### config.mk
export PLATFORM = sky130hd
export DESIGN_NAME = pipe_hazard_ctrl_flat
export DESIGN_NICKNAME = d
export VERILOG_FILES = /design/src/rtl/pipe_hazard_ctrl_if.sv /design/src/rtl/pipe_hazard_ctrl.sv /design/src/flat_wrapper.sv
export SDC_FILE = /design/constraint.sdc
export NUM_CORES = 1
export LEC_CHECK = 0
export ABC_CLOCK_PERIOD_IN_PS = 2300
export CELL_PAD_IN_SITES_DETAIL_PLACEMENT = 2
export CELL_PAD_IN_SITES_GLOBAL_PLACEMENT = 2
export CORE_ASPECT_RATIO = 1.25
export CORE_MARGIN = 3
export CORE_UTILIZATION = 29
export CTS_BUF_LIST = sky130_fd_sc_hd__clkbuf_4 sky130_fd_sc_hd__clkbuf_8 sky130_fd_sc_hd__clkbuf_16
export DETAILED_ROUTE_END_ITERATION = 6
export PLACE_DENSITY_LB_ADDON = 0.1
export REMOVE_ABC_BUFFERS = 1
export SKIP_CTS_REPAIR_TIMING = 1
export SLEW_MARGIN = 20
export SYNTH_ARGS = -nofsm -noshare
export SYNTH_HDL_FRONTEND = slang
export SYNTH_SLANG_ARGS = --single-unit
### constraint.sdc
create_clock -name clk -period 2.3 [get_ports clk]
set_input_delay 0.345 -clock clk [delete_from_list [all_inputs] [get_ports clk]]
set_output_delay 0.345 -clock clk [all_outputs]
set_load 0.05 [all_outputs]
### src/rtl/pipe_hazard_ctrl_if.sv
// Hazard controller bundle: ID/EXE/MEM/WB register-file info in,
// stall/flush/forward controls and performance counters out.
//   master : pipeline side (drives hazard inputs, consumes controls)
//   slave  : hazard controller
interface pipe_hazard_ctrl_if #(
  parameter int unsigned CNT_W = 16
);
  localparam int unsigned REG_W = 5;

  logic [REG_W-1:0] rs_d;
  logic [REG_W-1:0] rt_d;
  logic             uses_rt_d;
  logic             memtoreg_e;
  logic [REG_W-1:0] writereg_e;
  logic             regwrite_m;
  logic [REG_W-1:0] writereg_m;
  logic             regwrite_w;
  logic [REG_W-1:0] writereg_w;
  logic             redirect_m;

  logic             stall_f;
  logic             stall_d;
  logic             flush_d;
  logic             flush_e;
  logic             flush_m;
  logic [1:0]       fwd_a;
  logic [1:0]       fwd_b;
  logic [CNT_W-1:0] stall_cnt;
  logic [CNT_W-1:0] flush_cnt;

  modport master (
    output rs_d, rt_d, uses_rt_d, memtoreg_e, writereg_e,
           regwrite_m, writereg_m, regwrite_w, writereg_w, redirect_m,
    input  stall_f, stall_d, flush_d, flush_e, flush_m,
           fwd_a, fwd_b, stall_cnt, flush_cnt
  );

  modport slave (
    input  rs_d, rt_d, uses_rt_d, memtoreg_e, writereg_e,
           regwrite_m, writereg_m, regwrite_w, writereg_w, redirect_m,
    output stall_f, stall_d, flush_d, flush_e, flush_m,
           fwd_a, fwd_b, stall_cnt, flush_cnt
  );
endinterface

### src/rtl/pipe_hazard_ctrl.sv
// Hazard controller for the 5-stage IF/ID/EXE/MEM/WB pipeline.
// Load-use stall (STALL_CYC cycles), MEM-redirect flushes, EXE operand
// forwarding selects and saturating stall/flush event counters.
// Ports:
//   clk  : rising-edge clock
//   clr  : asynchronous active-low reset
//   hz   : pipe_hazard_ctrl_if slave (hazard inputs, control outputs)
// Stall/flush/forward outputs are combinational in the detect cycle.
module pipe_hazard_ctrl #(
  parameter int unsigned STALL_CYC = 1,
  parameter int unsigned CNT_W     = 16
) (
  input  logic                 clk,
  input  logic                 clr,
  pipe_hazard_ctrl_if.slave    hz
);

  localparam int unsigned REG_W  = 5;
  localparam int unsigned SCNT_W = 3;
  localparam logic [SCNT_W-1:0] SCNT_INIT = SCNT_W'(STALL_CYC - 1);

  typedef enum logic [0:0] {
    RUN   = 1'b0,
    STALL = 1'b1
  } state_e;

  localparam logic [1:0] FWD_RF  = 2'b00;
  localparam logic [1:0] FWD_MEM = 2'b10;
  localparam logic [1:0] FWD_WB  = 2'b01;

  state_e            state_q, state_d;
  logic [SCNT_W-1:0] scnt_q, scnt_d;
  logic [REG_W-1:0]  rs_e_q, rs_e_d;
  logic [REG_W-1:0]  rt_e_q, rt_e_d;
  logic [CNT_W-1:0]  stall_cnt_q, stall_cnt_d;
  logic [CNT_W-1:0]  flush_cnt_q, flush_cnt_d;

  logic lu_c;
  logic stall_f_c;
  logic stall_d_c;
  logic flush_d_c;
  logic flush_e_c;
  logic flush_m_c;
  logic [1:0] fwd_a_c;
  logic [1:0] fwd_b_c;

  // Load-use: EXE load targets a register the ID instruction reads.
  always_comb begin
    lu_c = hz.memtoreg_e && (hz.writereg_e != '0) &&
           ((hz.writereg_e == hz.rs_d) ||
            (hz.uses_rt_d && (hz.writereg_e == hz.rt_d)));
  end

  // State register.
  always_ff @(posedge clk or negedge clr) begin
    if (!clr) begin
      state_q <= RUN;
      scnt_q  <= '0;
    end else begin
      state_q <= state_d;
      scnt_q  <= scnt_d;
    end
  end

  // Next state and stall/flush controls; a redirect always wins over a stall.
  always_comb begin
    state_d   = state_q;
    scnt_d    = scnt_q;
    stall_f_c = 1'b0;
    stall_d_c = 1'b0;
    flush_d_c = 1'b0;
    flush_e_c = 1'b0;
    flush_m_c = 1'b0;
    if (hz.redirect_m) begin
      flush_d_c = 1'b1;
      flush_e_c = 1'b1;
      flush_m_c = 1'b1;
      state_d   = RUN;
      scnt_d    = '0;
    end else begin
      case (state_q)
        RUN: begin
          if (lu_c) begin
            stall_f_c = 1'b1;
            stall_d_c = 1'b1;
            flush_e_c = 1'b1;
            if (STALL_CYC > 1) begin
              state_d = STALL;
              scnt_d  = SCNT_INIT;
            end
          end
        end
        STALL: begin
          stall_f_c = 1'b1;
          stall_d_c = 1'b1;
          flush_e_c = 1'b1;
          // scnt holds the stall cycles remaining including this one.
          if (scnt_q <= SCNT_W'(1)) begin
            state_d = RUN;
            scnt_d  = '0;
          end else begin
            scnt_d  = scnt_q - SCNT_W'(1);
          end
        end
        default: begin
          state_d = RUN;
          scnt_d  = '0;
        end
      endcase
    end
  end

  // EXE copies of the source registers; a bubble carries no sources.
  always_comb begin
    rs_e_d = hz.rs_d;
    rt_e_d = hz.uses_rt_d ? hz.rt_d : '0;
    if (flush_e_c) begin
      rs_e_d = '0;
      rt_e_d = '0;
    end
  end

  always_ff @(posedge clk or negedge clr) begin
    if (!clr) begin
      rs_e_q <= '0;
      rt_e_q <= '0;
    end else begin
      rs_e_q <= rs_e_d;
      rt_e_q <= rt_e_d;
    end
  end

  // Forwarding selects: MEM holds the newer value so it beats WB; $0 never forwards.
  always_comb begin
    fwd_a_c = FWD_RF;
    if (hz.regwrite_m && (hz.writereg_m != '0) && (hz.writereg_m == rs_e_q)) begin
      fwd_a_c = FWD_MEM;
    end else if (hz.regwrite_w && (hz.writereg_w != '0) && (hz.writereg_w == rs_e_q)) begin
      fwd_a_c = FWD_WB;
    end
    fwd_b_c = FWD_RF;
    if (hz.regwrite_m && (hz.writereg_m != '0) && (hz.writereg_m == rt_e_q)) begin
      fwd_b_c = FWD_MEM;
    end else if (hz.regwrite_w && (hz.writereg_w != '0) && (hz.writereg_w == rt_e_q)) begin
      fwd_b_c = FWD_WB;
    end
  end

  // Saturating performance counters.
  always_comb begin
    stall_cnt_d = stall_cnt_q;
    flush_cnt_d = flush_cnt_q;
    if (stall_f_c && (stall_cnt_q != '1)) begin
      stall_cnt_d = stall_cnt_q + CNT_W'(1);
    end
    if (hz.redirect_m && (flush_cnt_q != '1)) begin
      flush_cnt_d = flush_cnt_q + CNT_W'(1);
    end
  end

  always_ff @(posedge clk or negedge clr) begin
    if (!clr) begin
      stall_cnt_q <= '0;
      flush_cnt_q <= '0;
    end else begin
      stall_cnt_q <= stall_cnt_d;
      flush_cnt_q <= flush_cnt_d;
    end
  end

  assign hz.stall_f   = stall_f_c;
  assign hz.stall_d   = stall_d_c;
  assign hz.flush_d   = flush_d_c;
  assign hz.flush_e   = flush_e_c;
  assign hz.flush_m   = flush_m_c;
  assign hz.fwd_a     = fwd_a_c;
  assign hz.fwd_b     = fwd_b_c;
  assign hz.stall_cnt = stall_cnt_q;
  assign hz.flush_cnt = flush_cnt_q;

endmodule

### src/flat_wrapper.sv
// flat-port wrapper written by rule: the top's interface ports become plain ports
module pipe_hazard_ctrl_flat 
#(
  parameter int unsigned STALL_CYC = 1,
  parameter int unsigned CNT_W     = 16
)
  (clk, clr, hz_rs_d, hz_rt_d, hz_uses_rt_d, hz_memtoreg_e, hz_writereg_e, hz_regwrite_m, hz_writereg_m, hz_regwrite_w, hz_writereg_w, hz_redirect_m, hz_stall_f, hz_stall_d, hz_flush_d, hz_flush_e, hz_flush_m, hz_fwd_a, hz_fwd_b, hz_stall_cnt, hz_flush_cnt);
  pipe_hazard_ctrl_if #(.CNT_W(CNT_W)) hz_i ();
  input  logic clk;
  input  logic clr;
  input wire logic [$bits(hz_i.rs_d)-1:0] hz_rs_d;
  input wire logic [$bits(hz_i.rt_d)-1:0] hz_rt_d;
  input wire logic [$bits(hz_i.uses_rt_d)-1:0] hz_uses_rt_d;
  input wire logic [$bits(hz_i.memtoreg_e)-1:0] hz_memtoreg_e;
  input wire logic [$bits(hz_i.writereg_e)-1:0] hz_writereg_e;
  input wire logic [$bits(hz_i.regwrite_m)-1:0] hz_regwrite_m;
  input wire logic [$bits(hz_i.writereg_m)-1:0] hz_writereg_m;
  input wire logic [$bits(hz_i.regwrite_w)-1:0] hz_regwrite_w;
  input wire logic [$bits(hz_i.writereg_w)-1:0] hz_writereg_w;
  input wire logic [$bits(hz_i.redirect_m)-1:0] hz_redirect_m;
  output wire logic [$bits(hz_i.stall_f)-1:0] hz_stall_f;
  output wire logic [$bits(hz_i.stall_d)-1:0] hz_stall_d;
  output wire logic [$bits(hz_i.flush_d)-1:0] hz_flush_d;
  output wire logic [$bits(hz_i.flush_e)-1:0] hz_flush_e;
  output wire logic [$bits(hz_i.flush_m)-1:0] hz_flush_m;
  output wire logic [$bits(hz_i.fwd_a)-1:0] hz_fwd_a;
  output wire logic [$bits(hz_i.fwd_b)-1:0] hz_fwd_b;
  output wire logic [$bits(hz_i.stall_cnt)-1:0] hz_stall_cnt;
  output wire logic [$bits(hz_i.flush_cnt)-1:0] hz_flush_cnt;
  assign hz_i.rs_d = hz_rs_d;
  assign hz_i.rt_d = hz_rt_d;
  assign hz_i.uses_rt_d = hz_uses_rt_d;
  assign hz_i.memtoreg_e = hz_memtoreg_e;
  assign hz_i.writereg_e = hz_writereg_e;
  assign hz_i.regwrite_m = hz_regwrite_m;
  assign hz_i.writereg_m = hz_writereg_m;
  assign hz_i.regwrite_w = hz_regwrite_w;
  assign hz_i.writereg_w = hz_writereg_w;
  assign hz_i.redirect_m = hz_redirect_m;
  assign hz_stall_f = hz_i.stall_f;
  assign hz_stall_d = hz_i.stall_d;
  assign hz_flush_d = hz_i.flush_d;
  assign hz_flush_e = hz_i.flush_e;
  assign hz_flush_m = hz_i.flush_m;
  assign hz_fwd_a = hz_i.fwd_a;
  assign hz_fwd_b = hz_i.fwd_b;
  assign hz_stall_cnt = hz_i.stall_cnt;
  assign hz_flush_cnt = hz_i.flush_cnt;
  pipe_hazard_ctrl #(.STALL_CYC(STALL_CYC), .CNT_W(CNT_W)) u_core (.clk(clk), .clr(clr), .hz(hz_i));
endmodule
==> impl_results.md <==
* Outcome: finished with violations
* Failing checks: setup timing
* Final setup vio count at 1
* ANT cells at 0
* Clk_lat worst skew at about 0.3 ns
* Final instance area at 3800 um2
* Final worst slack at -0.00658 ns
* Die W at 88.1 um
* Final Slew Violations at 0
* Core area at between 7000 and 8000 um2
* Detail Route met2 WL at around 4200 um
* Initial Utilization at between 30% and 40%
* Avg WL per Cell at approximately 18 um
* #FFs+latches synth at 46
* Clock Sinks at 46
* Die footprint at 9570 um2
* Post-synth cell types at 36
* P per Cell Area at 613 nW/um2
* Antenna violations before repair at 0
* DR top layer: met4
* Synthesis-to-finish area growth at 55.7%
* Skew final at approximately 0.006 ns
* Worst setup path class: reg -> out
* CP Max Fanout at 2
* Tot GR Track Use at about 16%
* Crit path buf inv count at 2
* RSZ-0062 raised after global routing: yes
* Share of cells above drive strength 1 at between 20% and 30%
* Largest net degree at the start of global routing at 22
* Placed inst area at around 3500 um2
* CTS tree: yes
* Layout fillers at ~820
* Via/cell ratio at ~5.0
* Met1 wire length at between 2000 and 3000 um
* CTS H-tree lvls at 2
* Commonest non-fill, non-tap cells in the layout: clkdlybuf4s50_1, dfrtp_1, xnor2_1
* Port bufs at between 70 and 80
* WL final at roughly 7600 um
* Initial DRT Pass Iterations at 4
* Total power at between 2 and 2.5 mW
* Data required time of the critical path at around 2.0 ns
* Crit-path max cell delay at 0.54 ns
* Syn Inst Count at between 200 and 250
* Via Count at around 2.1k
* IO Pins at 73
* Root buf cell: clkbuf_8
* Final worst-path cycle share at 100%
* Register area share after synthesis at a little under half
* HPWL Detailed at ~5900 um
* Site Rows at 36
* Final Critical Period at between 2 and 2.5 ns
* Worst-Margin Slew at 0.520 ns
* First-pass GRT wire length at 11900 um
* Residual DRC count at 0
* Post-layout nets at 372
* Crit-path cells: xor2_1 -> or4_4 -> nor4_4 -> buf_4 -> buf_12
* Worst min path class: in -> async
* Highest Clock Rate at approximately 430 MHz
* Max rail drop VDD at between 0.5 and 0.6 mV
* Syn avg cell area at around 11 um2
* Max Cap Viol at 0
* Met3 wire len at ~250 um
* Total CTS buffers at 5
* CP endpoint kind: primary output
* ANT nets after route at 0
* Synth Warn # at 0
* Clk slew on worst S/H paths at roughly 0.09 ns
* Number of global-route vias before repair at about 2.4k
* Startpoint Class: flop
* Deepest clock path buffer count at 2
* Crit-path leading delay family: simple AND/OR/NAND/NOR gates
* Slowest cell on the critical path: or4_4
* Routability Congestion at around 0.76
* Arrival time worst endpoint at approximately 2.0 ns
* WHS at approximately 0.44 ns
* Grt total ovfl at 0
* Worst slew margin at 65.2%
* Die span in y at approximately 110 um
* Leak at between 1.5 and 2 nW
* Post-Syn Area at 2440 um2
* Most common cell after layout, fill and taps aside: clkdlybuf4s50_1
* Final Hold Viols at 0
* Initial DRC count at 42
[cells in the mapped netlist]
cell,instances,area share (%)
nor4b_1,1,0.36
nor2_1,4,0.61
or4_1,5,1.5
and3_1,13,3.3
o2111a_1,1,0.46
dfrtp_1,46,47
o221ai_1,1,0.36
nor3_1,2,0.41
a21oi_2,1,0.36
xor2_1,19,6.8
o21ai_0,6,1.2
buf_6,1,0.46
a31oi_2,1,0.51
nand3_1,13,2.7
and2_1,7,1.8
o22ai_2,1,0.51
nand3_2,1,0.41
nand2_1,20,3.1
nor3b_2,1,0.51
mux2_2,3,1.4
clkbuf_1,2,0.31
nor4_1,5,1.3
or3_1,1,0.26
and4_1,3,1.1
o21a_1,1,0.31
or3b_1,1,0.36
a21boi_0,1,0.31
o22ai_1,1,0.26
ha_1,4,2.0
xnor2_1,39,14
inv_1,6,0.92
buf_4,4,1.2
clkbuf_2,1,0.20
nand4_1,10,2.6
o31a_1,1,0.36
a21oi_1,3,0.61
[worst paths after layout]
check                                       startpoint  slack, ns  depth (start not counted)                endpoint
worst max-delay path                  u_core.rt_e_q[4]     -0.007                          5             hz_fwd_b[0]
worst min-delay path                               clr       0.44                          2  u_core.hz.flush_cnt[6]
worst max register to register  u_core.hz.stall_cnt[0]       0.34                          7  u_core.hz.stall_cnt[1]
worst min register to register        u_core.scnt_q[1]       0.50                          2        u_core.scnt_q[1]
max in group asynchronous                          clr       1.32                          3        u_core.rt_e_q[0]
min in group clk                      u_core.scnt_q[1]       0.50                          2        u_core.scnt_q[1]
[registers in the layout, summed over array words and instances (netlist names)]
signal / cells
u_core.hz.flush_cnt: 16
u_core.hz.stall_cnt: 16
u_core.rs_e_q: 5
u_core.rt_e_q: 5
u_core.scnt_q: 3
u_core.state_q: 1
[area by class of cell]
| class | instances | area [um2] | area share [%] |
|---|---|---|---|
| sequential | 46 | 1150 | 30.3 |
| timing repair buffer | 107 | 1080 | 28.4 |
| tap | 95 | 119 | 3.13 |
| multi-input combinational | 170 | 1340 | 35.1 |
| clock buffer | 6 | 82.6 | 2.17 |
| clock inverter | 2 | 12.5 | 0.329 |
| inverter | 6 | 22.5 | 0.592 |
[per-layer routing]
| metal | vias to the layer above | track usage (%) |
|---|---|---|
| li1 | 1005 | - |
| met1 | 1088 | 19.0 |
| met2 | 45 | 29.5 |
| met3 | 7 | 2.82 |
| met4 | 0 | 4.21 |
| met5 | - | 0 |
[worst register-to-register path: stages (launching register included)]
cell and delay, ns:
dfrtp_1 0.40, ha_1 0.22, and3_1 0.22, nand4_1 0.15, o22ai_2 0.12, nor3b_4 0.24
buf_12 0.17, mux2_2 0.34
[stage by stage]
step,utilization (%),setup slack [ns],TNS (ns),instances
final,47.7,-0.00658,-0.00658,432
after global routing,47.7,-0.0977,-0.261,432
after CTS,44.9,-0.396,-1.73,425
after detailed placement,43.7,-0.386,-5.41,417
after global placement,43.7,-0.344,-3.93,417
after floorplan,-,-0.996,-3.07,222
[power breakdown]
| part | internal (mW) | leakage [nW] | switching, mW |
|---|---|---|---|
| Sequential | 0.890 | 0.616 | 0.0974 |
| Clock | 0.242 | 0.0472 | 0.273 |
| Combinational | 0.339 | 1.06 | 0.489 |
| Total | 1.47 | 1.72 | 0.860 |
[cells by family after synthesis]
logic type / synth area share [%]
compound gates: 5.28
xor+xnor: 20.8
fa+ha+maj: 2.05
buf+inv: 3.12
flops: 47.1
mux: 1.38
simple gates: 20.2
Power figures use the tool's default switching activity.
